<file path="src/rtl/iq_decim_tap_line.sv">
// Multi-channel decimating tap-delay line: keeps 1 of every DECIM valid samples, exposes last DEPTH per channel.
// Latency: taps_out/shift_pulse update one cycle after an accepted input sample.
// No backpressure: every in_valid is consumed; optional phase_sel port under `TDL_PHASE_SEL_EN.
module iq_decim_tap_line #(
  parameter int DATA_W = 5,
  parameter int DEPTH  = 20,
  parameter int DECIM  = 5,
  parameter int NCH    = 2,
  localparam int PH_W  = (DECIM > 1) ? $clog2(DECIM) : 1,
  localparam int FC_W  = $clog2(DEPTH + 1)
) (
  input  logic                          clk,
  input  logic                          reset,
  input  logic                          clear,
  input  logic                          in_valid,
  input  logic [NCH*DATA_W-1:0]         in_data,
`ifdef TDL_PHASE_SEL_EN
  input  logic [PH_W-1:0]               phase_sel,
`endif
  output logic [NCH*DEPTH*DATA_W-1:0]   taps_out,
  output logic                          shift_pulse,
  output logic [FC_W-1:0]               fill_count,
  output logic                          full,
  output logic [PH_W-1:0]               phase
);

  localparam logic [PH_W-1:0] LAST_PH = PH_W'(DECIM - 1);
  localparam logic [FC_W-1:0] FC_LAST = FC_W'(DEPTH - 1);

  logic [DATA_W-1:0] tap_q [NCH][DEPTH];
  logic [PH_W-1:0]   keep_phase;
  logic              accept;

`ifdef TDL_PHASE_SEL_EN
  // Selected keep phase, clamped into the legal 0..DECIM-1 range
  always_comb begin
    keep_phase = phase_sel;
    if (phase_sel > LAST_PH) keep_phase = LAST_PH;
  end
`else
  assign keep_phase = LAST_PH;
`endif

  // clear wins over a same-cycle valid, so the sample is dropped
  assign accept = in_valid && !clear && (phase == keep_phase);

  // Decimation phase: advances on every valid, wraps after DECIM-1
  always_ff @(posedge clk) begin
    if (reset || clear) begin
      phase <= '0;
    end else if (in_valid) begin
      if (phase >= LAST_PH) phase <= '0;
      else                  phase <= phase + 1'b1;
    end
  end

  // Tap shift: all channels move in lockstep on an accept, oldest falls off
  always_ff @(posedge clk) begin
    if (reset || clear) begin
      for (int c = 0; c < NCH; c++) begin
        for (int k = 0; k < DEPTH; k++) begin
          tap_q[c][k] <= '0;
        end
      end
    end else if (accept) begin
      for (int c = 0; c < NCH; c++) begin
        tap_q[c][0] <= in_data[c*DATA_W +: DATA_W];
        for (int k = 1; k < DEPTH; k++) begin
          tap_q[c][k] <= tap_q[c][k-1];
        end
      end
    end
  end

  // Fill tracking and shift strobe; full is kept in step with fill_count
  always_ff @(posedge clk) begin
    if (reset || clear) begin
      fill_count  <= '0;
      full        <= 1'b0;
      shift_pulse <= 1'b0;
    end else begin
      shift_pulse <= accept;
      if (accept && !full) begin
        fill_count <= fill_count + 1'b1;
        full       <= (fill_count == FC_LAST);
      end
    end
  end

  // Flatten the tap array onto the parallel output bus
  always_comb begin
    taps_out = '0;
    for (int c = 0; c < NCH; c++) begin
      for (int k = 0; k < DEPTH; k++) begin
        taps_out[(c*DEPTH+k)*DATA_W +: DATA_W] = tap_q[c][k];
      end
    end
  end

endmodule
</file>
<file path="config.mk">
export PLATFORM = sky130hd
export DESIGN_NAME = iq_decim_tap_line
export DESIGN_NICKNAME = d
export VERILOG_FILES = /design/src/rtl/iq_decim_tap_line.sv
export SDC_FILE = /design/constraint.sdc
export NUM_CORES = 1
export LEC_CHECK = 0
export CORE_ASPECT_RATIO = 1.25
export CORE_UTILIZATION = 43
export CTS_CLUSTER_SIZE = 20
export DETAILED_ROUTE_END_ITERATION = 10
export PLACE_DENSITY = 0.78
export SETUP_SLACK_MARGIN = 0.1
export SLEW_MARGIN = 20
export SYNTH_ARGS = -nofsm -noshare
export SYNTH_HDL_FRONTEND = slang
export SYNTH_SLANG_ARGS = --single-unit
</file>
<file path="constraint.sdc">
create_clock -name clk -period 8.1 [get_ports clk]
set_input_delay 2.025 -clock clk [delete_from_list [all_inputs] [get_ports clk]]
set_output_delay 2.025 -clock clk [all_outputs]
set_load 0.01 [all_outputs]
</file>
---- Word-level counts from Yosys, hierarchy flattened ----
Memories as Yosys holds them, arrays and structs flattened.
Index checks and enable logic that the tools add are counted.
word-level totals
  bits of input ports ..................... 14
  output and inout port bits .............. 210
  flip-flop bits (word level) ............. 10
  logic and storage cells ................. 102
  memories kept ........................... 1
  bits in writable memories ............... 200
memories
  name   words  width  rd ports  clocked after memory_dff  wr ports  line  source
  tap_q  2      100    2         0                         2         30    logic [DATA_W-1:0] tap_q [NCH][DEPTH];
cells by class
  bitwise logic cells ..................... 40
  reduce and logical (&&, ||, !) cells .... 6
  magnitude comparators ................... 1
  add/sub/neg operators ................... 2
  multiplexer cells ....................... 46
  equality and inequality tests ........... 2
operators with widths
  operator                                                        count
  5-bit two-way mux                                               40
  1-bit OR                                                        40
  5-bit by 1-bit adder with 5-bit output (second input constant)  1
  5-bit == test (second input constant)                           1
  1-bit two-way mux                                               5
  3-bit by 1-bit adder with 3-bit output (second input constant)  1
  3-bit == test (second input constant)                           1
  3-bit >= comparator (second input constant)                     1
  1-bit logical AND                                               3
  3-bit two-way mux                                               1
  1-bit logical NOT                                               2
  1-bit logical OR                                                1

---- Longest topological paths before layout ----
Gate-level depths: netlist of the first run.
  depth in word-level cells ............... 7
  mapped depth ............................ 7
  mapped depth without buffers ............ 5

---- Worst setup path before layout of the first run ----
OpenSTA, ideal clock, no wires.
  path kind ............................... input port to flip-flop
  from .................................... input port clear
  to ...................................... memory tap_q[0][0] (netlist name) (enable)
  arrival time ............................ 7205 ps
  buffers on the path ..................... 1
  stages on the path ...................... 3
  slack ................................... 299 ps
  required time ........................... 7504 ps
  library setup time ...................... 596 ps
  path through ............................ or2_2 > clkbuf_1 > nand2b_1
RTL lines
  element          line  source
  start, declared  14    input logic clear,
  end, declared    30

==> flow_metrics.env, run 1 <==
export IMPL_status="finished, final reports clean"
export IMPL_netlist_area_mm2=0.00785
export IMPL_firstDrtPassIters=4
export IMPL_vias=4511
export IMPL_ctsResizeCount=0
export IMPL_period_needed_ns=4.21
export IMPL_syn_inst=474
export IMPL_finClkSkew_ns=0.00771
export IMPL_yosysUniqueCellTypes=27
export IMPL_postSynthAreaPerCell_um2=16.6
export IMPL_timing_critical_path_required_ns=8.22
export IMPL_slew_headroom=0.378
export IMPL_synthTopCellsByArea="edfxtp_1 (76%), and2_1 (16%), dfxtp_1 (2.5%), clkbuf_2 (1.2%), ha_1 (0.48%)"
export IMPL_avgRoutedWirePerCell_um=17.0
export IMPL_grt_max_degree=148
export IMPL_grt_pass1_vias=4607
export IMPL_drc_errors=0
export IMPL_cts_tree="built"
export IMPL_core_area_mm2=0.0176
export IMPL_io_pins=224
export IMPL_cts_buffers=22
export IMPL_n_antenna_cell=0
export IMPL_num_rows=54
export IMPL_syn_to_final_growth_pct=41.3
export IMPL_postCtsHoldBufs=0
export IMPL_drtAntennaViolNets=0
export IMPL_die_h_um=153
export IMPL_seqPwrFrac=0.504
export IMPL_placed_area_mm2=0.0103
export IMPL_start_kind="input port"
export IMPL_ys_warn_count=0
export IMPL_insertion_delay_ns=0.49
export IMPL_h_tree_depth=1
export IMPL_dp_cells=901
export IMPL_gp_congestion=0.839
export IMPL_cts_root_buf="clkbuf_16"
export IMPL_cp_max_fo=147
export IMPL_p_comb_frac=0.056
export IMPL_p_sw_mw=0.497
export IMPL_critPathKind="in -> reg"
export IMPL_nNetsFinal=718
export IMPL_setup_tns_ns=0
export IMPL_p_int_mw=1.98
export IMPL_die_area_mm2=0.0188
export IMPL_final_area_mm2=0.0111
export IMPL_cap_violations=0
export IMPL_cts_sinks=210
export IMPL_chipWidth_um=123
export IMPL_port_buffers=223
export IMPL_ys_ff_latch=210
export IMPL_slew_viol_final=0
export IMPL_timing_final_crit_share=0.519
export IMPL_clk_path_buf_depth=3
export IMPL_globalRoute_totalOverflow=0
export IMPL_avgViaCountPerCell=4.79
export IMPL_synth_top_area_frac=0.765
export IMPL_postRouteWirelength_mm=16.0
export IMPL_instances_no_fill=941
export IMPL_cts_setup_buffers=0
export IMPL_start_util=0.445
export IMPL_synth_top_area_cell="edfxtp_1"
export IMPL_clkPwrFrac=0.440
export IMPL_syn_num_nets=491
export IMPL_leakagePower_nw=4.21
export IMPL_clkTransAtPathRegs_ns=0.06
export IMPL_rsz0062_at_grt="false"
export IMPL_first_iter_violations=367
export IMPL_setup_viol=0
export IMPL_layout_drive_gt1_share=0.0600
export IMPL_hpwl_mm=10.3
export IMPL_yosysSeqAreaShare=0.790
export IMPL_clock_fmax_mhz=238
export IMPL_power_density_mw_per_mm2=224
export IMPL_grtUsageTotal=0.169
export IMPL_vdd_drop_max_uv=191
export IMPL_cp_data_arrival_time_ns=4.33
export IMPL_tightest_slew_ns=0.933
export IMPL_crit_path_end_kind="flop"
export IMPL_grt_pass1_wl_mm=24.7
export IMPL_antenna_found_initial=0
export IMPL_hold_viol_final=0
export IMPL_hold_path_class="reg -> reg"
export IMPL_p_sw_frac=0.200
## metal layers
layer | track usage | vias up | part of all wire
met5 | 0 | - | 0
met4 | 0.0488 | 0 | 0.020
met3 | 0.0899 | 29 | 0.13
met2 | 0.269 | 208 | 0.46
met1 | 0.195 | 2158 | 0.38
li1 | - | 2116 | -
## cells in the mapped netlist
cell,instances
a21oi_1,7
a2bb2oi_1,1
a31oi_1,1
and2_1,200
and2b_1,2
and4b_1,1
buf_2,1
buf_4,2
clkbuf_1,1
clkbuf_2,19
dfxtp_1,10
edfxtp_1,200
ha_1,3
inv_1,2
nand2b_1,2
nand3_1,2
nand3b_1,1
nand4b_1,1
nand4b_4,1
nor2_1,5
nor2b_1,1
nor3b_1,1
o21ai_0,4
o31ai_1,1
or2_2,1
or3_1,3
or4_1,1
## cell families after synthesis
group	count (synthesis)	synth area share
buffers and inverters	25	0.0161
AND/OR/NAND/NOR	222	0.179
AO/OA/AOI/OAI	14	0.00988
flip-flops	210	0.790
adder cells (fa/ha/maj)	3	0.00478
## sequential cells by signal, summed over array words and instances, names as in the netlist
name and cells:
fill_count 5, shift_pulse 1, tap_q 200, phase 3, full 1
## area by class of cell
type | count | area, um^2
clock buffers | 24 | 579
clock inverters | 16 | 218
fillers | 1273 | 6540
inverters | 2 | 7.51
multi-input cells | 239 | 1530
flip-flops and latches | 210 | 6210
well taps | 224 | 280
repair buffers | 226 | 2270
## cells in the final DEF, fill, tap and decap left out
cell / instances
a21oi_1: 7
inv_1: 2
nor2_4: 1
a2bb2oi_1: 1
buf_12: 1
nand3_1: 2
clkinv_2: 3
dfxtp_1: 10
clkbuf_1: 1
o31ai_1: 1
edfxtp_1: 200
nor2b_1: 1
nor3b_1: 1
ha_1: 3
and2b_1: 2
o21ai_0: 4
or4_1: 1
nand2b_1: 1
nand3b_1: 1
clkbuf_16: 23
nand2b_4: 1
nand4b_4: 1
a31oi_1: 1
and2_1: 200
nor2_1: 4
or2_2: 1
clkdlybuf4s50_1: 223
inv_8: 1
bufinv_16: 5
and4b_1: 1
or3_1: 3
clkinv_1: 3
clkinvlp_4: 4
buf_4: 2
nand4b_1: 1
## metrics by stage
stage / worst slack (ns) / hold slack (ns) / utilization / power [mW]
5_1_grt: 3.82 / 0.559 / 0.629 / 2.55
3_5_place_dp: 3.46 / 0.523 / 0.584 / 1.41
4_1_cts: 4.00 / 0.532 / 0.629 / 2.51
3_3_place_gp: 3.56 / 0.485 / 0.584 / 1.41
2_1_floorplan: 0.299 / 0.510 / - / 1.32
6_report: 3.89 / 0.528 / 0.629 / 2.48
## path summary, 6_finish.rpt
| path | startpoint | end | slack (ns) | cells past startpoint |
|---|---|---|---|---|
| worst max-delay path | in_valid | tap_q[1][70] | 3.89 | 4 |
| worst min-delay path | fill_count[1] | fill_count[1] | 0.53 | 2 |
| worst max register to register | phase[0] | tap_q[1][70] | 5.42 | 5 |
| worst min register to register | fill_count[1] | fill_count[1] | 0.53 | 2 |
## power by group through the flow
stage | combinational (mW) | sequential, mW | clock (mW)
2_1_floorplan | 0.0172 | 1.30 | 0
3_3_place_gp | 0.139 | 1.27 | 0
3_5_place_dp | 0.140 | 1.27 | 0
4_1_cts | 0.140 | 1.25 | 1.12
5_1_grt | 0.148 | 1.25 | 1.15
6_report | 0.139 | 1.25 | 1.09
## critical path: stages
cell             delay [ns]
clkdlybuf4s50_1        0.61
nand3_1                0.24
nand2b_4               0.61
buf_12                 0.52
Note: power is estimated with default switching activity, not from simulation.
==> run 2: changes to the inputs <==
Clock period 8.1 ns to 3.75 ns, I/O delays scaled along.
==> run 2 against run 1 <==
- wire length is 1.5% lower
- clock skew is 0.00059 ns higher
- clock power increased by 73%
- total power rose by 97%
- count of clock-buffer cells in the layout is 2 higher
- flip-flop and latch count did not move
- final area shrank 1.1%
- cell count stayed put
- worst hold slack better by 0.0020 ns
- combinational power up 120%
- sequential share of layout area is 0.61 points higher
- largest power group unchanged
==> flow_metrics.env, run 2 (same netlist as run 1, synthesis figures left out) <==
export IMPL_reg2reg_slack_ns=1.77
export IMPL_reg2reg_to="tap_q[1][95]"
export IMPL_slew_headroom=0.658
export IMPL_largest_reg_flops=200
export IMPL_critical_path_cell_chain="clkdlybuf4s50_1"
export IMPL_top_regs="tap_q (200), fill_count (5), phase (3)"
export IMPL_leakagePower_nw=4.17
export IMPL_avgRoutedWirePerCell_um=16.7
export IMPL_path_buf_inv=1
export IMPL_timing_critical_path_required_ns=2.81
export IMPL_syn_to_final_growth_pct=39.7
export IMPL_final_common_cell="clkdlybuf4s50_1"
export IMPL_postCtsHoldBufs=0
export IMPL_hold_path_class="reg -> reg"
export IMPL_cts_setup_buffers=0
export IMPL_cts_sinks=210
export IMPL_tightest_slew_ns=0.512
export IMPL_cap_violations=0
export IMPL_crit_path_end="full"
export IMPL_fin_ws_ns=1.26
export IMPL_r2r_start="phase[0]"
export IMPL_period_needed_ns=2.49
export IMPL_status="finished, final reports clean"
export IMPL_worst_path_stages=1
export IMPL_layout_common_cells="clkdlybuf4s50_1 (223), and2_1 (200), edfxtp_1 (200)"
export IMPL_rr_worst_depth=5
export IMPL_grt_pass1_vias=4479
export IMPL_cts_buffers=21
export IMPL_start_kind="flop"
export IMPL_clk_path_buf_depth=3
export IMPL_rsz0062_at_grt="false"
export IMPL_setup_tns_ns=0
export IMPL_start_util=0.445
export IMPL_clock_fmax_mhz=402
export IMPL_power_density_mw_per_mm2=446
export IMPL_postLayoutCoreUtil=0.622
export IMPL_gp_congestion=0.795
export IMPL_slew_viol_final=0
export IMPL_insertion_delay_ns=0.49
export IMPL_vias=4521
export IMPL_cp_top_family="buffers and inverters"
export IMPL_cpMaxStageDelayCell="clkdlybuf4s50_1"
export IMPL_die_h_um=153
export IMPL_avgViaCountPerCell=4.80
export IMPL_timing_final_crit_share=0.663
export IMPL_cp_max_fo=10
export IMPL_cp_data_arrival_time_ns=1.55
export IMPL_critPathKind="reg -> out"
export IMPL_hold_path_depth=2
export IMPL_layout_drive_gt1_share=0.0558
export IMPL_first_iter_violations=329
export IMPL_cpPeakStageDelay_ns=0.59
export IMPL_top_register="tap_q"
export IMPL_cts_tree="built"
export IMPL_antenna_found_initial=0
export IMPL_io_pins=224
export IMPL_cts_root_buf="clkbuf_16"
export IMPL_crit_path_end_kind="output pin"
export IMPL_grt_max_degree=151
export IMPL_hpwl_mm=10.4
export IMPL_clkTransAtPathRegs_ns=0.07
export IMPL_setup_viol=0
export IMPL_placed_area_mm2=0.0104
export IMPL_nFillCells=1268
export IMPL_grtUsageTotal=0.167
export IMPL_globalRoute_totalOverflow=0
export IMPL_place_ws_ns=0.835
export IMPL_num_rows=54
export IMPL_grt_pass1_wl_mm=24.6
export IMPL_startpoint="full"
export IMPL_nNetsFinal=721
export IMPL_postRouteWirelength_mm=15.7
export IMPL_vdd_drop_max_uv=318
export IMPL_die_area_mm2=0.0188
export IMPL_h_tree_depth=1
export IMPL_fin_hold_ws_ns=0.530
export IMPL_finClkSkew_ns=0.00830
export IMPL_port_buffers=223
export IMPL_firstDrtPassIters=4
export IMPL_chipWidth_um=123
export IMPL_drtAntennaViolNets=0
export IMPL_core_area_mm2=0.0176
export IMPL_final_area_mm2=0.0110
export IMPL_hold_viol_final=0
export IMPL_n_antenna_cell=0
export IMPL_drc_errors=0
export IMPL_ctsResizeCount=0
-- run 2: cell count changes in the layout (fill, tap and decap cells not counted), sizes merged --
cell      previous run  this run
bufinv               5         0
buf                  3         7
clkinv               6        10
clkinvlp             4         0
clkbuf              24        26
inv                  3         2
-- run 2: layer usage --
metal / share of wire / track usage / vias up
met1: 0.41 / 0.212 / 2162
met4: 0.015 / 0.0476 / 0
li1: - / - / 2116
met2: 0.46 / 0.259 / 222
met3: 0.12 / 0.0739 / 21
met5: 0 / 0 / -
-- run 2: stage by stage --
stage,power (mW),std cells
after floorplan,2.83,474
after global placement,3.05,905
after detailed placement,3.06,905
after CTS,4.95,941
after global routing,5.05,941
final,4.89,941
-- run 2: how the worst min path moves through the flow --
stage,start,end
after CTS,fill_count[3],fill_count[3]
after global routing,tap_q[0][17],tap_q[0][12]
after global placement,fill_count[4],fill_count[4]
after floorplan,fill_count[4],fill_count[4]
after detailed placement,fill_count[3],fill_count[3]
final,fill_count[3],fill_count[3]
-- run 2: area by class of cell --
type / count / area (um^2) / share of cell area
clock buffers: 26 / 564 / 0.0514
clock inverters: 10 / 45.0 / 0.00411
inverters: 2 / 7.51 / 0.000684
multi-input cells: 239 / 1530 / 0.140
flip-flops and latches: 210 / 6210 / 0.566
well taps: 224 / 280 / 0.0255
repair buffers: 230 / 2330 / 0.213
-- run 2: power by group --
part | internal, mW | total (mW) | switching (mW)
Combinational | 0.170 | 0.306 | 0.136
Clock | 1.06 | 1.89 | 0.826
Sequential | 2.65 | 2.70 | 0.0483
==> run 3: changes to the inputs <==
Settings changed: CORE_UTILIZATION 43 to 48, PLACE_DENSITY 0.78 to 0.82.
Clock period 3.75 ns to 2.3 ns, I/O delays scaled along.
==> run 3 against run 2 <==
- count of clock-buffer cells in the layout shrank 2
- total power grew 69%
- final area grew 1.9%
- via count grew 0.73%
- cell count shrank 0.64%
- sequential power grew 63%
- non-clock buffer count grew 8
- critical path depth is the same
- flip-flop and latch count is the same
- first-iteration DRC count shrank 8.8%
- largest power group unchanged
==> flow_metrics.env, run 3 (same netlist as run 1, synthesis figures left out) <==
export IMPL_avgRoutedWirePerCell_um=17.1
export IMPL_first_iter_violations=300
export IMPL_r2r_start="phase[0]"
export IMPL_p_total_mw=8.28
export IMPL_syn_to_final_growth_pct=42.4
export IMPL_n_antenna_cell=0
export IMPL_timing_critical_path_required_ns=1.73
export IMPL_grt_pass1_wl_mm=25.0
export IMPL_ctsResizeCount=0
export IMPL_clk_path_buf_depth=3
export IMPL_top_register="tap_q"
export IMPL_dp_cells=901
export IMPL_io_pins=224
export IMPL_hold_viol_final=0
export IMPL_vias=4554
export IMPL_final_area_mm2=0.0112
export IMPL_final_common_cell="clkdlybuf4s50_1"
export IMPL_period_needed_ns=2.10
export IMPL_core_area_mm2=0.0158
export IMPL_cp_max_fo=6
export IMPL_gp_congestion=0.783
export IMPL_fin_hold_ws_ns=0.542
export IMPL_clkTransAtPathRegs_ns=0.06
export IMPL_chipWidth_um=116
export IMPL_grtUsageTotal=0.193
export IMPL_cpMaxStageDelayCell="clkdlybuf4s50_1"
export IMPL_drtAntennaViolNets=0
export IMPL_hold_path_class="reg -> reg"
export IMPL_nNetsFinal=728
export IMPL_cap_violations=0
export IMPL_largest_reg_flops=200
export IMPL_h_tree_depth=1
export IMPL_finClkSkew_ns=0.00490
export IMPL_path_buf_inv=1
export IMPL_die_h_um=145
export IMPL_layout_common_cells="clkdlybuf4s50_1 (223), and2_1 (200), edfxtp_1 (200)"
export IMPL_cp_data_arrival_time_ns=1.53
export IMPL_clock_fmax_mhz=476
export IMPL_insertion_delay_ns=0.48
export IMPL_placed_area_mm2=0.0105
export IMPL_num_rows=51
export IMPL_postRouteWirelength_mm=16.0
export IMPL_cts_sinks=210
export IMPL_grt_pass1_vias=4704
export IMPL_worst_path_stages=1
export IMPL_antenna_found_initial=0
export IMPL_start_util=0.498
export IMPL_cp_top_family="buffers and inverters"
export IMPL_slew_headroom=0.769
export IMPL_hp_start="fill_count[1]"
export IMPL_instances_no_fill=935
export IMPL_hold_end="fill_count[1]"
export IMPL_vdd_drop_max_uv=549
export IMPL_cts_tree="built"
export IMPL_avgViaCountPerCell=4.87
export IMPL_start_kind="flop"
export IMPL_tightest_slew_ns=0.347
export IMPL_slew_viol_final=0
export IMPL_rsz0062_at_grt="false"
export IMPL_reg2reg_slack_ns=0.52
export IMPL_hold_path_depth=2
export IMPL_die_area_mm2=0.0169
export IMPL_rr_worst_depth=6
export IMPL_power_density_mw_per_mm2=741
export IMPL_firstDrtPassIters=4
export IMPL_cts_buffers=20
export IMPL_drc_errors=0
export IMPL_setup_viol=0
export IMPL_cpPeakStageDelay_ns=0.59
export IMPL_fin_ws_ns=0.197
export IMPL_critical_path_cell_chain="clkdlybuf4s50_1"
export IMPL_top_regs="tap_q (200), fill_count (5), phase (3)"
export IMPL_globalRoute_totalOverflow=0
export IMPL_leakagePower_nw=4.27
export IMPL_status="finished, final reports clean"
export IMPL_grt_max_degree=110
export IMPL_hpwl_mm=10.8
export IMPL_crit_path_end_kind="output pin"
export IMPL_layout_drive_gt1_share=0.0664
export IMPL_reg2reg_to="tap_q[1][34]"
export IMPL_cts_root_buf="clkbuf_16"
export IMPL_place_ws_ns=0.0908
export IMPL_cts_setup_buffers=0
export IMPL_critPathKind="reg -> out"
export IMPL_port_buffers=223
export IMPL_timing_final_crit_share=0.914
export IMPL_postCtsHoldBufs=0
run 3: cell types whose count changed in the layout (fill, tap and decap cells not counted):
cell | before | now
buf_12 | 4 | 11
buf_4 | 3 | 4
bufinv_16 | 0 | 3
clkbuf_1 | 3 | 1
clkinv_2 | 6 | 2
clkinvlp_4 | 0 | 1
or2_2 | 1 | 0
or2_4 | 0 | 1
run 3: stage by stage:
| stage | setup TNS [ns] | util |
|---|---|---|
| after detailed placement | 0 | 0.666 |
| final | 0 | 0.709 |
| after global placement | 0 | 0.666 |
| after CTS | 0 | 0.709 |
| after global routing | 0 | 0.709 |
| after floorplan | -77.05 | - |
run 3: power by group:
group          switching (mW)  internal (mW)  leakage (nW)
logic                   0.231          0.301          1.63
registers              0.0765           4.32          2.31
clock network            1.30           2.05         0.331
total                    1.61           6.67          4.27
run 3: routing by layer:
| layer | routed length, um | track usage | up-vias |
|---|---|---|---|
| li1 | - | - | 2130 |
| met2 | 7940 | 0.330 | 201 |
| met1 | 5740 | 0.213 | 2202 |
| met3 | 2020 | 0.0890 | 21 |
| met5 | 0 | 0 | - |
| met4 | 255 | 0.0494 | 0 |
run 3: layout make-up:
cell class	count	area, um^2
Inverter	2	7.51
Fill cell	997	4580
Sequential cell	210	6210
Multi-Input combinational cell	239	1540
Timing Repair Buffer	238	2480
Clock inverter	10	123
Tap cell	212	265
Clock buffer	24	557
run 3: how the worst max path moves through the flow:
stage / start / end / slack [ns]
2_1_floorplan: clear / tap_q[0][0] / -0.39
3_3_place_gp: clear / tap_q[1][21] / 0.14
3_5_place_dp: clear / tap_q[1][66] / 0.09
4_1_cts: phase[2] / phase[2] / 0.17
5_1_grt: full / full / 0.12
6_report: phase[2] / phase[2] / 0.20
run 3: worst register-to-register path: cells and delay by family (launching register included):
family,cells,cell delay [ns]
flops,1,0.33
buf+inv,2,0.38
simple gates,3,0.70
fa+ha+maj,1,0.23
